## src/rtl/piezo_seq.sv

```systemverilog
// Piezo buzzer sequencer: continuous warning tone, or an N-beep arrival pattern, on a complementary drive pair.
// Latency: an input sampled at one edge shows on buzz/buzz_n/busy right after that edge; warn and arrive_req are never stalled.
module piezo_seq #(
    parameter int TONE_DIV  = 12500,
    parameter int BEEP_ON   = 5000000,
    parameter int BEEP_OFF  = 5000000,
    parameter int NUM_BEEPS = 3,
    parameter int CNT_W     = 24
) (
    input  logic clk,
    input  logic rst_n,
    input  logic warn,
    input  logic arrive_req,
    output logic buzz,
    output logic buzz_n,
    output logic busy
);

    localparam int TONE_W = $clog2(TONE_DIV);
    localparam int BEEP_W = $clog2(NUM_BEEPS + 1);

    typedef enum logic [1:0] {
        IDLE = 2'd0,
        WARN = 2'd1,
        BEEP = 2'd2,
        GAP  = 2'd3
    } state_t;

    state_t              state;
    state_t              state_nxt;
    logic [CNT_W-1:0]    phase_cnt;
    logic [BEEP_W-1:0]   beep_cnt;
    logic [TONE_W-1:0]   tone_cnt;
    logic [1:0]          rst_sync;
    logic                rst_int_n;
    logic                sounding_nxt;
    logic                state_chg;

    // Reset asserts immediately but releases only on a clock edge.
    always_ff @(posedge clk or negedge rst_n) begin
        if (!rst_n) rst_sync <= 2'b00;
        else        rst_sync <= {rst_sync[0], 1'b1};
    end
    assign rst_int_n = rst_sync[1];

    always_comb begin
        state_nxt = state;
        case (state)
            IDLE: begin
                if (warn)            state_nxt = WARN;
                else if (arrive_req) state_nxt = BEEP;
            end
            WARN: if (!warn) state_nxt = IDLE;
            BEEP: begin
                if (warn) state_nxt = WARN;
                else if (phase_cnt == CNT_W'(BEEP_ON - 1))
                    state_nxt = (beep_cnt < BEEP_W'(NUM_BEEPS - 1)) ? GAP : IDLE;
            end
            GAP: begin
                if (warn)                                    state_nxt = WARN;
                else if (phase_cnt == CNT_W'(BEEP_OFF - 1)) state_nxt = BEEP;
            end
            default: state_nxt = IDLE;
        endcase
    end

    assign sounding_nxt = (state_nxt == WARN) || (state_nxt == BEEP);
    assign state_chg    = (state_nxt != state);

    always_ff @(posedge clk or negedge rst_int_n) begin
        if (!rst_int_n) begin
            state     <= IDLE;
            phase_cnt <= '0;
            beep_cnt  <= '0;
            tone_cnt  <= '0;
            buzz      <= 1'b0;
            buzz_n    <= 1'b0;
            busy      <= 1'b0;
        end else begin
            state <= state_nxt;
            busy  <= (state_nxt != IDLE);

            // Only BEEP and GAP are timed; other states park the counter at 0.
            if (state_chg || state == IDLE || state == WARN)
                phase_cnt <= '0;
            else
                phase_cnt <= phase_cnt + 1'b1;

            if (state == IDLE && state_nxt == BEEP)
                beep_cnt <= '0;
            else if (state == BEEP && state_nxt == GAP)
                beep_cnt <= beep_cnt + 1'b1;

            // Every sounding episode starts high so each beep begins in the same phase.
            if (!sounding_nxt) begin
                buzz     <= 1'b0;
                buzz_n   <= 1'b0;
                tone_cnt <= '0;
            end else if (state_chg) begin
                buzz     <= 1'b1;
                buzz_n   <= 1'b0;
                tone_cnt <= '0;
            end else if (tone_cnt == TONE_W'(TONE_DIV - 1)) begin
                buzz     <= ~buzz;
                buzz_n   <= buzz;
                tone_cnt <= '0;
            end else begin
                tone_cnt <= tone_cnt + 1'b1;
            end
        end
    end

endmodule

```

## config.mk

```make
export PLATFORM = sky130hd
export DESIGN_NAME = piezo_seq
export DESIGN_NICKNAME = d
export VERILOG_FILES = /design/src/rtl/piezo_seq.sv
export SDC_FILE = /design/constraint.sdc
export NUM_CORES = 1
export LEC_CHECK = 0
export CORE_ASPECT_RATIO = 1.1
export CORE_MARGIN = 5
export CORE_UTILIZATION = 30
export DETAILED_ROUTE_END_ITERATION = 10
export GPL_TIMING_DRIVEN = 0
export SLEW_MARGIN = 10
export SYNTH_ARGS = -nofsm -noshare
export SYNTH_HDL_FRONTEND = slang
export SYNTH_SLANG_ARGS = --single-unit
```

## constraint.sdc

```tcl
create_clock -name clk -period 3.65 [get_ports clk]
set_input_delay 0.365 -clock clk [delete_from_list [all_inputs] [get_ports clk]]
set_output_delay 0.365 -clock clk [all_outputs]
set_load 0.02 [all_outputs]
```

==> flow_summary.json, run 1 <==
{
  "ys_seq_area_frac": 0.478,
  "slew_headroom": 0.634,
  "dp_cells": 360,
  "htree_levels": 2,
  "vias": 1920,
  "r2r_start": "phase_cnt[12]",
  "track_usage": 0.108,
  "critPathKind": "reg2reg",
  "place_hpwl_mm": 3.59,
  "antenna_found_initial": 0,
  "avgSynthCellArea_um2": 9.99,
  "worst_pin_slew_ps": 550,
  "ant_nets": 0,
  "vias_per_cell": 5.22,
  "final_cell_mix": "46 x dfrtp_1, 18 x xor2_1, 17 x nor2_1",
  "synthToLayoutAreaGrowth_pct": 12.3,
  "hold_viol_final": 0,
  "max-clock-path-buffers": 2,
  "timing.rr.end": "tone_cnt[5]",
  "startpoint_type": "flop",
  "wirelength_mm": 5.08,
  "max_freq_mhz": 351,
  "hold_ws_ps": 211,
  "ys_types": 43,
  "dr.pass1.iters": 4,
  "cts_resized": 0,
  "grt-ovfl-total": 0,
  "layout_commonest_cell": "dfrtp_1",
  "status": "complete, no violations",
  "power.density_nw_per_um2": 350,
  "max_cap_viol_count": 0,
  "ioPinCount": 7,
  "fillers": 841,
  "chipHeight_um": 105,
  "ctsHoldBuffers": 0,
  "ys_async_sr_fraction": 1.00,
  "rsz0062_at_grt": "false",
  "reg2reg_depth": 9,
  "row_count": 34,
  "finalNonFillerCells": 368,
  "clkSinkCount": 47,
  "reg2reg_slack_ps": 800,
  "grt_first_pass_wirelength_mm": 8.89,
  "cts_root_buffer": "clkbuf_8",
  "clk_pin_slew_ps": 100,
  "vdd_drop_max_uv": 136,
  "fin_crit_ps": 2850,
  "maxSlewViolCount": 0,
  "cts_buffers": 5,
  "crit_fanout": 10,
  "worst-endpoint-required_ps": 3870,
  "syn_nets": 255,
  "core-area_um2": 7960,
  "ys_ff_latch": 47,
  "n_antenna_cell": 0,
  "synth_cells": 246,
  "die_area_um2": 10100,
  "drive_above_1_share": 0.0769,
  "end_kind": "flop",
  "seqCellArea_um2": 1180,
  "synth_edf_count": 0,
  "place.gp.congestion": 0.790,
  "cts_tree": "done",
  "fin_util": 0.347,
  "final_nets": 268,
  "min_path_type": "in2async",
  "avgRoutedWirePerCell_um": 13.8,
  "drc": 0,
  "yosys_warnings": 0,
  "grt_max_degree": 24,
  "synth-main-ff-cell": "dfrtp_1",
  "postCtsSetupRepairBufs": 0,
  "design_power_total_uw": 966,
  "timing.final.crit_share": 0.781,
  "io_buffers": 5,
  "die_w_um": 96.3,
  "fin_skew_ps": 15.2,
  "drt_iter0_markers": 77,
  "multi_input_area_um2": 1220,
  "worstSkewPairLatency_ps": 310,
  "grt_pass1_vias": 1886,
  "tns_ps": 0,
  "setup-violations-final": 0,
  "synth_area_um2": 2460,
  "leakagePower_nw": 1.03,
  "initial_utilization": 0.309,
  "arrival_ps": 3080
}
flip-flops by register name, indices dropped and copies added, names as in the netlist:
register / flops
buzz_n: 1
rst_sync: 2
state: 2
phase_cnt: 24
tone_cnt: 14
buzz: 1
busy: 1
beep_cnt: 2
critical path, stage by stage, from the launching register on:
cell	delay [ps]
dfrtp_1	380
clkbuf_1	180
nor4b_1	310
nand4_1	210
or2_2	350
a311o_1	390
ha_1	330
o311ai_2	180
buf_2	240
nor3_1	200
routing by layer:
metal,global-route usage,up-vias,wire length [µm]
met5,0,-,0
met4,0.0210,0,48
met3,0.0259,4,170
met2,0.175,30,2470
met1,0.147,952,2400
li1,-,934,-
kinds of logic after synthesis:
logic type | Yosys count | share of synthesized area
and+or+nand+nor | 114 | 0.272
DFF | 47 | 0.478
AOI/OAI and AO/OA | 39 | 0.106
xor gates and xnor gates | 23 | 0.0819
buffers and inverters | 15 | 0.0260
adders and majority gates | 5 | 0.0254
muxes | 2 | 0.00814
other | 1 | 0.00153
power breakdown:
part	leakage, nW	switching, mW	total (mW)	internal (mW)
clock	0.0483	0.189	0.325	0.135
combinational	0.339	0.0397	0.0749	0.0352
sequential	0.639	0.0275	0.566	0.539
total	1.03	0.257	0.966	0.709
how the worst max path moves through the flow:
stage	from	to	slack (ps)	cells past startpoint
2_1_floorplan	phase_cnt[12]	tone_cnt[10]	1180	9
3_3_place_gp	phase_cnt[12]	tone_cnt[6]	850	9
3_5_place_dp	phase_cnt[12]	tone_cnt[5]	820	9
4_1_cts	phase_cnt[12]	tone_cnt[5]	780	9
5_1_grt	phase_cnt[12]	tone_cnt[5]	610	9
6_report	phase_cnt[12]	tone_cnt[5]	800	9
cell usage after synthesis, drive strengths merged (2+ instances only):
library cell | n | area, µm²
a21oi | 13 | 65.1
a311o | 2 | 20.0
a311oi | 2 | 17.5
and2 | 3 | 18.8
and3 | 3 | 18.8
and4 | 6 | 52.6
buf | 5 | 26.3
clkbuf | 5 | 18.8
dfrtp | 47 | 1180
ha | 5 | 62.6
inv | 5 | 18.8
mux2i | 2 | 20.0
nand2 | 14 | 52.6
nand3 | 15 | 75.1
nand4 | 13 | 81.3
nor2 | 17 | 63.8
nor3 | 15 | 75.1
nor4 | 4 | 40.0
nor4b | 5 | 43.8
o21ai | 8 | 40.0
o31ai | 8 | 60.1
or3 | 4 | 25.0
or4 | 9 | 71.3
xnor2 | 5 | 43.8
xor2 | 18 | 158
final cells by class:
class                           count  share of cell area
Clock buffer                        5              0.0249
Tap cell                          108              0.0490
Clock inverter                      3             0.00680
Buffer                             10              0.0163
Timing Repair Buffer                6              0.0281
Multi-Input combinational cell    184               0.442
Inverter                            5             0.00680
Sequential cell                    47               0.427
metrics by stage:
stage	setup slack, ps	cell area, µm²
after floorplan	1180	2460
after global placement	853	2640
after detailed placement	822	2670
after CTS	781	2760
after global routing	615	2760
final	798	2760
Note: power is estimated with default switching activity, not from simulation.
==> inputs of run 2 (changes only) <==
==> constraint.sdc (replaced) <==
create_clock -name clk -period 2.9 [get_ports clk]
set_input_delay 0.29 -clock clk [delete_from_list [all_inputs] [get_ports clk]]
set_output_delay 0.29 -clock clk [all_outputs]
set_load 0.02 [all_outputs]
==> run 2 against run 1 <==
Net effect:
- register-to-register slack worse by 600 ps
- setup slack worse by 600 ps
- fmax up 5.7%
- sequential power up 26%
- flip-flop and latch count unchanged
- non-clock buffer count unchanged
- combinational power up 27%
- clock skew about the same
- largest power group unchanged
- highest routed layer unchanged
- critical path depth down 1
- clock-buffer cell count unchanged
- routed wire length down 0.28%
- sequential share of layout area down 0.29 points
==> flow_summary.json, run 2 (synthesis gave the netlist of run 1 again) <==
{
  "stdcell_area_um2": 2780,
  "grt_first_pass_wirelength_mm": 8.89,
  "largest-register": "phase_cnt",
  "reg2reg_slack_ps": 200,
  "slew_headroom": 0.633,
  "layout_commonest_cell": "dfrtp_1",
  "die_area_um2": 10100,
  "max-clock-path-buffers": 2,
  "crit_slowest_cell": "dfrtp_1",
  "ant_nets": 0,
  "die_w_um": 96.3,
  "clkSinkCount": 47,
  "cts_tree": "done",
  "timing.final.crit_share": 0.931,
  "max_cap_viol_count": 0,
  "place_ws_ps": 72.4,
  "wirelength_mm": 5.07,
  "tns_ps": 0,
  "largest_reg_flops": 24,
  "grt-ovfl-total": 0,
  "max_freq_mhz": 371,
  "crit_family": "simple AND/OR/NAND/NOR gates",
  "chipHeight_um": 105,
  "grt_pass1_vias": 1886,
  "vias": 1942,
  "vias_per_cell": 5.28,
  "met2_length_mm": 2.47,
  "initial_utilization": 0.309,
  "place.gp.congestion": 0.790,
  "startpoint_type": "flop",
  "hold_viol_final": 0,
  "timing.rr.end": "tone_cnt[5]",
  "final_cell_mix": "46 x dfrtp_1, 18 x xor2_1, 17 x nor2_1",
  "vdd_drop_max_uv": 171,
  "drt-met1-wl_mm": 2.38,
  "crit_fanout": 10,
  "dr.pass1.iters": 4,
  "fin_crit_ps": 2700,
  "end_kind": "flop",
  "clk_pin_slew_ps": 100,
  "rsz0062_at_grt": "false",
  "placed_area_um2": 2670,
  "dp_cells": 360,
  "fin_ws_ps": 201,
  "htree_levels": 2,
  "setup-violations-final": 0,
  "row_count": 34,
  "track_usage": 0.108,
  "core-area_um2": 7960,
  "reg2reg_depth": 8,
  "fin_skew_ps": 15.0,
  "power.density_nw_per_um2": 438,
  "maxSlewViolCount": 0,
  "cts_buffers": 5,
  "r2r_start": "phase_cnt[0]",
  "cpPeakStageDelay_ps": 450,
  "worst-endpoint-required_ps": 3120,
  "ctsHoldBuffers": 0,
  "drc": 0,
  "highest_layer": "met4",
  "hold_ws_ps": 136,
  "cpMostUsedCell": "ha_1",
  "final_nets": 268,
  "worst-path-buf-inv": 1,
  "critPathKind": "reg2reg",
  "drive_above_1_share": 0.0885,
  "worstSkewPairLatency_ps": 310,
  "io_buffers": 5,
  "grt_max_degree": 24,
  "ioPinCount": 7,
  "synthToLayoutAreaGrowth_pct": 13.0,
  "dr_wl_met3_um": 169,
  "reg_top3": "phase_cnt (24), tone_cnt (14)",
  "status": "complete, no violations",
  "avgRoutedWirePerCell_um": 13.8,
  "worst_pin_slew_ps": 550,
  "cp_cell_sequence": "ha_1 -> nand4_1 -> or2_2 -> a311o_1 -> ha_1 -> o311ai_2 -> buf_4 -> nor3_1",
  "n_antenna_cell": 0,
  "place_hpwl_mm": 3.59,
  "arrival_ps": 2920,
  "antenna_found_initial": 0,
  "finalNonFillerCells": 368,
  "drt_iter0_markers": 95,
  "leakagePower_nw": 1.03,
  "min_path_type": "in2async",
  "cts_root_buffer": "clkbuf_8"
}
## run 2: power by group
part	switching (mW)	internal, mW	leakage [nW]
Sequential	0.0346	0.678	0.639
Combinational	0.0501	0.0451	0.347
Clock	0.238	0.170	0.0483
## run 2: final cells by class
type / count / area [µm²]
plain buffers: 9 / 43.8
well taps: 108 / 135
flip-flops and latches: 47 / 1180
multi-input cells: 184 / 1230
clock inverters: 3 / 18.8
clock buffers: 5 / 68.8
repair buffers: 7 / 85.1
inverters: 5 / 18.8
fillers: 836 / 5180
## run 2: how the worst max path moves through the flow
stage               cells past startpoint          start            to  slack [ps]
finish                                  8   phase_cnt[0]   tone_cnt[5]         200
floorplan                               9  phase_cnt[12]  tone_cnt[10]         430
CTS                                     9  phase_cnt[12]   tone_cnt[5]          30
global route                            8   phase_cnt[0]   tone_cnt[5]           2
detailed placement                      9  phase_cnt[12]   tone_cnt[5]          70
global placement                        9  phase_cnt[12]   tone_cnt[6]         100
## run 2: metrics by stage
stage                     utilization  power [mW]
final                           0.349        1.22
after global routing            0.349        1.27
after CTS                       0.347        1.23
after detailed placement        0.336       0.823
after global placement          0.332       0.814
after floorplan                     -       0.781
## run 2: what timing repair did
action                                  4_1_cts  5_1_grt
endpoints found under the setup margin        0       10
resized for setup                             0        4
setup buffers                                 0        1
## run 2: routing by layer
metal / global-route usage / vias up
met2: 0.175 / 40
li1: - / 936
met1: 0.147 / 962
met5: 0 / -
met3: 0.0259 / 4
met4: 0.0210 / 0
==> inputs of run 3 (changes only) <==
--- a/config.mk
+++ b/config.mk
@@ -10,6 +10,7 @@
 export CORE_UTILIZATION = 30
 export DETAILED_ROUTE_END_ITERATION = 10
 export GPL_TIMING_DRIVEN = 0
+export REMOVE_ABC_BUFFERS = 1
 export SLEW_MARGIN = 10
 export SYNTH_ARGS = -nofsm -noshare
 export SYNTH_HDL_FRONTEND = slang
==> run 3 against run 2 <==
Net effect:
- critical path depth decreased by 1
- flip-flop and latch count is the same
- setup slack gained 63 ps
- sequential share of layout area is 0.17 points higher
- critical endpoint is now tone_cnt[13]
- combinational power up 5%
==> flow_summary.json, run 3 (synthesis gave the netlist of run 1 again) <==
{
  "end_kind": "flop",
  "synthToLayoutAreaGrowth_pct": 12.6,
  "grt_pass1_vias": 1857,
  "n_antenna_cell": 0,
  "stdcell_area_um2": 2770,
  "maxSlewViolCount": 0,
  "slew_headroom": 0.388,
  "place_hpwl_mm": 3.34,
  "rsz0062_at_grt": "false",
  "drive_above_1_share": 0.0717,
  "fin_crit_ps": 2640,
  "tns_ps": 0,
  "cts_tree": "done",
  "dr.pass1.iters": 4,
  "crit_family": "simple AND/OR/NAND/NOR gates",
  "finalNonFillerCells": 359,
  "cts_root_buffer": "clkbuf_8",
  "leakagePower_nw": 1.02,
  "crit_slowest_cell": "dfrtp_1",
  "crit_fanout": 15,
  "placed_area_um2": 2650,
  "arrival_ps": 2840,
  "postCtsSetupRepairBufs": 0,
  "clk_pin_slew_ps": 80,
  "worstSkewPairLatency_ps": 300,
  "worst-path-buf-inv": 0,
  "drt_iter0_markers": 81,
  "final_cell_mix": "46 x dfrtp_1, 18 x xor2_1, 17 x nor2_1",
  "io_buffers": 6,
  "fin_skew_ps": 15.2,
  "cp_cell_sequence": "nor4b_1 -> nand4_1 -> or2_2 -> a311o_1 -> ha_1 -> o311ai_4 -> a211oi_1",
  "grt_first_pass_wirelength_mm": 8.71,
  "die_area_um2": 10100,
  "row_count": 34,
  "layout_commonest_cell": "dfrtp_1",
  "htree_levels": 2,
  "dp_cells": 352,
  "setup-violations-final": 0,
  "wirelength_mm": 4.95,
  "power.density_nw_per_um2": 461,
  "final_nets": 260,
  "r2r_start": "phase_cnt[12]",
  "ant_nets": 0,
  "worst_pin_slew_ps": 912,
  "cp-startpoint": "phase_cnt[12]",
  "largest-register": "phase_cnt",
  "cts_buffers": 5,
  "max-clock-path-buffers": 2,
  "track_usage": 0.106,
  "core-area_um2": 7960,
  "antenna_found_initial": 0,
  "startpoint_type": "flop",
  "ctsHoldBuffers": 0,
  "die_w_um": 96.3,
  "min_path_type": "reg2async",
  "hold_ws_ps": 142,
  "grt_max_degree": 36,
  "vdd_drop_max_uv": 163,
  "initial_utilization": 0.309,
  "ioPinCount": 7,
  "reg_top3": "phase_cnt (24), tone_cnt (14)",
  "place.gp.congestion": 0.776,
  "worst-endpoint-required_ps": 3100,
  "vias": 1901,
  "timing.final.crit_share": 0.909,
  "critPathKind": "reg2reg",
  "vias_per_cell": 5.30,
  "max_cap_viol_count": 0,
  "avgRoutedWirePerCell_um": 13.8,
  "status": "complete, no violations",
  "drc": 0,
  "hold_viol_final": 0,
  "max_freq_mhz": 379,
  "cpPeakStageDelay_ps": 460,
  "cts_resized": 0,
  "largest_reg_flops": 24,
  "clkSinkCount": 47,
  "chipHeight_um": 105,
  "grt-ovfl-total": 0
}
-- run 3: changes by cell type in the layout (fill, tap and decap cells not counted), sizes merged --
| cell | change |
|---|---|
| clkdlybuf4s50 | +1 |
| bufinv | +1 |
| clkinv | -2 |
| clkbuf | -3 |
| inv | -1 |
| buf | -5 |
-- run 3: final cells by class --
class                           count  area (µm²)
Multi-Input combinational cell    184        1240
Tap cell                          108         135
Fill cell                         838        5190
Timing Repair Buffer                8        95.1
Clock buffer                        6        72.6
Sequential cell                    47        1180
Clock inverter                      1        30.0
Inverter                            5        18.8
-- run 3: worst paths after layout --
check | endpoint | slack [ps] | cells past startpoint
max | tone_cnt[13] | 260 | 7
min | tone_cnt[4] | 140 | 0
max reg2reg | tone_cnt[13] | 260 | 7
min reg2reg | tone_cnt[4] | 140 | 0
max in group asynchronous | buzz_n | 2290 | 1
min in group clk | rst_sync[1] | 350 | 0
-- run 3: power by group --
group / total, mW / internal [mW] / leakage, nW / switching [mW]
combinational: 0.100 / 0.0458 / 0.333 / 0.0543
sequential: 0.708 / 0.678 / 0.639 / 0.0298
clock: 0.467 / 0.253 / 0.0513 / 0.214
-- run 3: routing by layer --
layer	up-vias	GRT usage	wire, µm
li1	930	-	-
met4	0	0.0301	39
met2	21	0.165	2310
met5	-	0	0
met1	946	0.144	2430
met3	4	0.0288	165
-- run 3: through the flow --
stage	setup slack, ps	power [mW]	utilization
CTS	33.4	1.30	0.346
detailed placement	62.6	0.820	0.333
global route	2.47	1.34	0.348
floorplan	490	0.778	-
global placement	116	0.811	0.328
finish	264	1.27	0.348
==> patch 1, RTL diff (settings of run 3) <==
The output `busy` loses its register stage (`busy` becomes a continuous assignment). Comments in the files are not updated.
--- a/src/rtl/piezo_seq.sv
+++ b/src/rtl/piezo_seq.sv
@@ -75,10 +75,8 @@
             tone_cnt  <= '0;
             buzz      <= 1'b0;
             buzz_n    <= 1'b0;
-            busy      <= 1'b0;
         end else begin
             state <= state_nxt;
-            busy  <= (state_nxt != IDLE);
 
             // Only BEEP and GAP are timed; other states park the counter at 0.
             if (state_chg || state == IDLE || state == WARN)
@@ -110,5 +108,7 @@
         end
     end
 
+    assign busy = (state_nxt != IDLE);
+
 endmodule
 
Formal check against the unedited RTL: not equivalent (a bounded check fails within 4 cycles, from zero or initial values and one cycle with rst_n low).
==> patch 1 against run 3 <==
Worst setup slack worse by 0.16 ns. Synthesized area is 1.0% lower. Wire length is 0.46% lower. Hold slack worse by 0.016 ns. Clock skew is 0.011 ns lower. Total power is 6.3% lower. Sequential cell count is 1 lower. Final area is 0.18% higher. Critical path type is now flip-flop to primary output. Largest power group unchanged. Highest routed layer unchanged.
==> patch 1: results (changes against run 3) <==
first-pass GRT wire length=8750 um (+0.40%); routed len/inst=13.7 um (-0.74%); Avg Cell Area, Syn=9.93 um^2 (-0.61%); Post-DP Area=0.00262 mm^2 (-0.94%); cts repair resizes=4 (+4); leading post-synthesis cells by cell area=dfrtp_1 (47%), xor2_1 (6.5%), nand4_1 (3.3%); ys async rst share=100% (unchanged); layout cell share with drive strength beyond 1=9.52% (+2.4 points); Leak Pwr=1.02 nW (-0.57%); DR iter-0 viols=67 (-17%); RePlAce Congestion=0.761 (-1.9%); worst clock skew=0.00387 ns (-0.0113 ns); sequential fraction of the synthesis area=47.3% (-0.54 points); fin cells=360 (+0.28%); placed insts=351 (-0.28%); largest net degree at the start of global routing=37 (+2.8%); worst slew pin tran=0.839 ns (-0.0722 ns); met3 Usage GRT=2.82% (-0.054 points); run status=completed; DP HPWL=3360 um (+0.47%); worst-path fanout max=7 (-8); GR Util met2=18.2% (+1.7 points); Worst VDD drop=0.000170 V (+4.6%); family with the most delay on the worst path=simple AND/OR/NAND/NOR gates; Post-CTS Hold Buffers=0 (unchanged); post-CTS setup buffers=1 (+1); hold crit path type=flip-flop to async pin; GR Util met1=13.5% (-0.90 points); pre-CTS setup slack=0.0372 ns (-0.0254 ns); crit path DAT=2.51 ns (-0.33 ns); drt via density=5.09 (-3.9%)
patch 1: cells by family after synthesis:
group | synth area share, %
flops | 47.3
fa+ha+maj | 2.57
compound gates | 10.7
xor+xnor | 8.28
simple gates | 27.5
buf+inv | 2.62
other cells | 0.154
mux | 0.823
patch 1: path summary, 6_finish.rpt:
check                      cells after the start               startpoint  slack [ns]                      end
setup / recovery                               7  phase_cnt[12]$_DFF_PN0_        0.10                     busy
hold / removal                                 0    rst_sync[1]$_DFF_PN0_        0.13    tone_cnt[2]$_DFF_PN0_
setup reg to reg                               7  phase_cnt[12]$_DFF_PN0_        0.21    tone_cnt[4]$_DFF_PN0_
hold reg to reg                                0    rst_sync[1]$_DFF_PN0_        0.13    tone_cnt[2]$_DFF_PN0_
max in group asynchronous                      1    rst_sync[1]$_DFF_PN0_        2.31  phase_cnt[13]$_DFF_PN0_
min in group clk                               0    rst_sync[0]$_DFF_PN0_        0.35    rst_sync[1]$_DFF_PN0_
patch 1: cell type report:
class / instances / area [um^2]
timing repair buffer: 9 / 101
clock inverter: 1 / 5.00
clock buffer: 7 / 86.3
tap: 108 / 135
multi-input combinational: 184 / 1270
inverter: 5 / 18.8
sequential: 46 / 1150
fill: 816 / 5140
patch 1: routing by layer:
metal | part of all wire, % | wire length, um
met1 | 46 | 2280
met2 | 52 | 2540
met3 | 1.9 | 95
met4 | 0.16 | 8
met5 | 0 | 0
patch 1: power by group:
| part | switching (mW) | internal (mW) | total (mW) |
|---|---|---|---|
| Clock | 0.205 | 0.193 | 0.398 |
| Combinational | 0.0542 | 0.0460 | 0.100 |
| Sequential | 0.0336 | 0.663 | 0.696 |
| Total | 0.293 | 0.901 | 1.19 |
==> patch 2, RTL diff (flow settings as in run 3) <==
Made on the original files. The parameter `NUM_BEEPS` goes from 3 to 5.
--- a/src/rtl/piezo_seq.sv
+++ b/src/rtl/piezo_seq.sv
@@ -4,7 +4,7 @@
     parameter int TONE_DIV  = 12500,
     parameter int BEEP_ON   = 5000000,
     parameter int BEEP_OFF  = 5000000,
-    parameter int NUM_BEEPS = 3,
+    parameter int NUM_BEEPS = 5,
     parameter int CNT_W     = 24
 ) (
     input  logic clk,
Behaviour: same outputs for any inputs over 10 cycles, from zero or initial values and one cycle with rst_n low; that may be too few to reach the edited logic, so the function may still have changed.
==> patch 2 against run 3 <==
Final area shrank 1.9%. Synthesized area decreased by 2.4%. Die area decreased by 2.2%. Wire length shrank 14%. Total power down 2.7%. Sequential cell count rose by 1. Worst setup slack got worse by 0.12 ns. Critical path depth grew 2. Critical endpoint is now beep_cnt[2]$_DFFE_PN0P_. Highest routed layer unchanged.
==> patch 2: results (changes against run 3) <==
Worst VDD drop=0.000205 V (+26%); Largest regs=phase_cnt: 24 flops, tone_cnt: 14 flops, beep_cnt: 3 flops; TritonCTS Buffers=5 (unchanged); most frequent cell after synthesis=dfrtp_1; Fill cells=820 (-2.1%); Pre-Repair DR Iteration Count=4 (unchanged); via count=1683 (-11%); first-pass GRT wire length=7480 um (-14%); # port buffers=6 (unchanged); CTS clk-pin slew, worst paths=0.08 ns (about the same); DP HPWL=2970 um (-11%); initial antenna violation count=0 (unchanged); clock root cell=clkbuf_8; ys async rst share=100% (unchanged); worst clock skew=0.00600 ns (-0.00920 ns); FMAX=362 MHz (-4.5%); run status=completed; total track usage=9.23% (-1.4 points); crit path DAT=2.95 ns (+0.11 ns); ant diodes=0 (unchanged); DR iter-0 viols=43 (-47%); pre-CTS setup slack=0.0488 ns (-0.0138 ns); library cells used by synthesis=39 (-9.3%); top post-synthesis cells by count=dfrtp_1 (48), nor2_1 (44), xor2_1 (25); # nets final=261 (+0.38%); Rel. slew slack=35.6% (-3.2 points); leading post-synthesis cells by cell area=dfrtp_1 (50%), xor2_1 (9.1%), nor2_1 (6.9%); Post-DP Area=0.00258 mm^2 (-2.4%); layout cell share with drive strength beyond 1=8.73% (+1.6 points); largest net degree at the start of global routing=33 (-8.3%); H-tree levels=2 (unchanged); Skew-Pair Late Insertion Delay=roughly 0.29 ns; Ys Warns=0 (unchanged); GRT overflow=0 (unchanged); worst-path fanout max=6 (-9); hold crit path type=primary input to async pin; sequential fraction of the synthesis area=50.1% (+2.2 points); RePlAce Congestion=0.770 (-0.81%); top_reg_cell synth=dfrtp_1; hold slack=0.152 ns (+0.00947 ns); FF-to-FF setup slack=0.14 ns (-0.12 ns); Leak Pwr=1.11 nW (+8.2%); CTS Buffer Depth=2 (unchanged); Synth top area share=50.1% (+2.2 points); Routed WL=4230 um (-14%)
## patch 2: cell types whose count changed after synthesis, moves of 7 or more
cell     before  now
o31ai_1       8    0
or4_1         8    0
nor3_1       15    4
a21oi_1      13    4
nor2_1       17   44
xor2_1       18   25
## patch 2: critical path, cell delays in order, from the launching register on
cell and delay (ns):
dfrtp_1 0.47, nor4_2 0.32, nand4_1 0.22, nor3_2 0.26
mux2_2 0.37, a21o_1 0.20, ha_1 0.24, nand2_1 0.07
mux2_2 0.32, a22o_1 0.18
## patch 2: power breakdown
group,internal [mW],switching (mW)
combinational,0.0542,0.0609
sequential,0.693,0.0263
clock,0.195,0.212
## patch 2: cell type report
class                      instances  area, um^2  area share [%]
clock buffer                       8        90.1            3.32
inverter                           8        30.0            1.11
multi-input combinational        179        1160            42.8
sequential                        48        1200            44.3
tap                              108         135            4.97
timing repair buffer               9        95.1            3.50
## patch 2: through the flow
stage                     instances  power, mW
after floorplan                 235      0.808
after global placement          349      0.841
after detailed placement        350      0.847
after CTS                       358       1.26
after global routing            360       1.30
final                           360       1.24
## patch 2: cell families after synthesis
kind of cell | count (synthesis) | synth area share (%)
DFF | 48 | 50.1
muxes | 4 | 1.77
other | 1 | 0.156
adders and majority gates | 6 | 3.13
AOI/OAI and AO/OA | 15 | 5.01
xor gates and xnor gates | 35 | 12.8
buffers and inverters | 12 | 2.50
and+or+nand+nor | 118 | 24.6
## patch 2: repair_timing
action	in CTS	in global routing
gates resized for setup	0	5
setup buffers	0	2
endpoints found under the setup margin	0	18
## patch 2: layer usage
metal / routed length (um) / global-route usage, %
met1: 1890 / 11.6
met2: 2180 / 15.2
met3: 97 / 2.25
met4: 68 / 3.09
met5: 0 / 0
## patch 2: worst paths after layout
check | from | end | depth (start not counted)
min reg2reg | rst_sync[1]$_DFF_PN0_ | tone_cnt[8]$_DFF_PN0_ | 0
max reg2reg | phase_cnt[10]$_DFF_PN0_ | beep_cnt[2]$_DFFE_PN0P_ | 9
max in group asynchronous | rst_sync[1]$_DFF_PN0_ | phase_cnt[5]$_DFF_PN0_ | 1
min in group clk | rst_sync[0]$_DFF_PN0_ | rst_sync[1]$_DFF_PN0_ | 0
min | rst_n | rst_sync[0]$_DFF_PN0_ | 1
max | phase_cnt[10]$_DFF_PN0_ | beep_cnt[2]$_DFFE_PN0P_ | 9
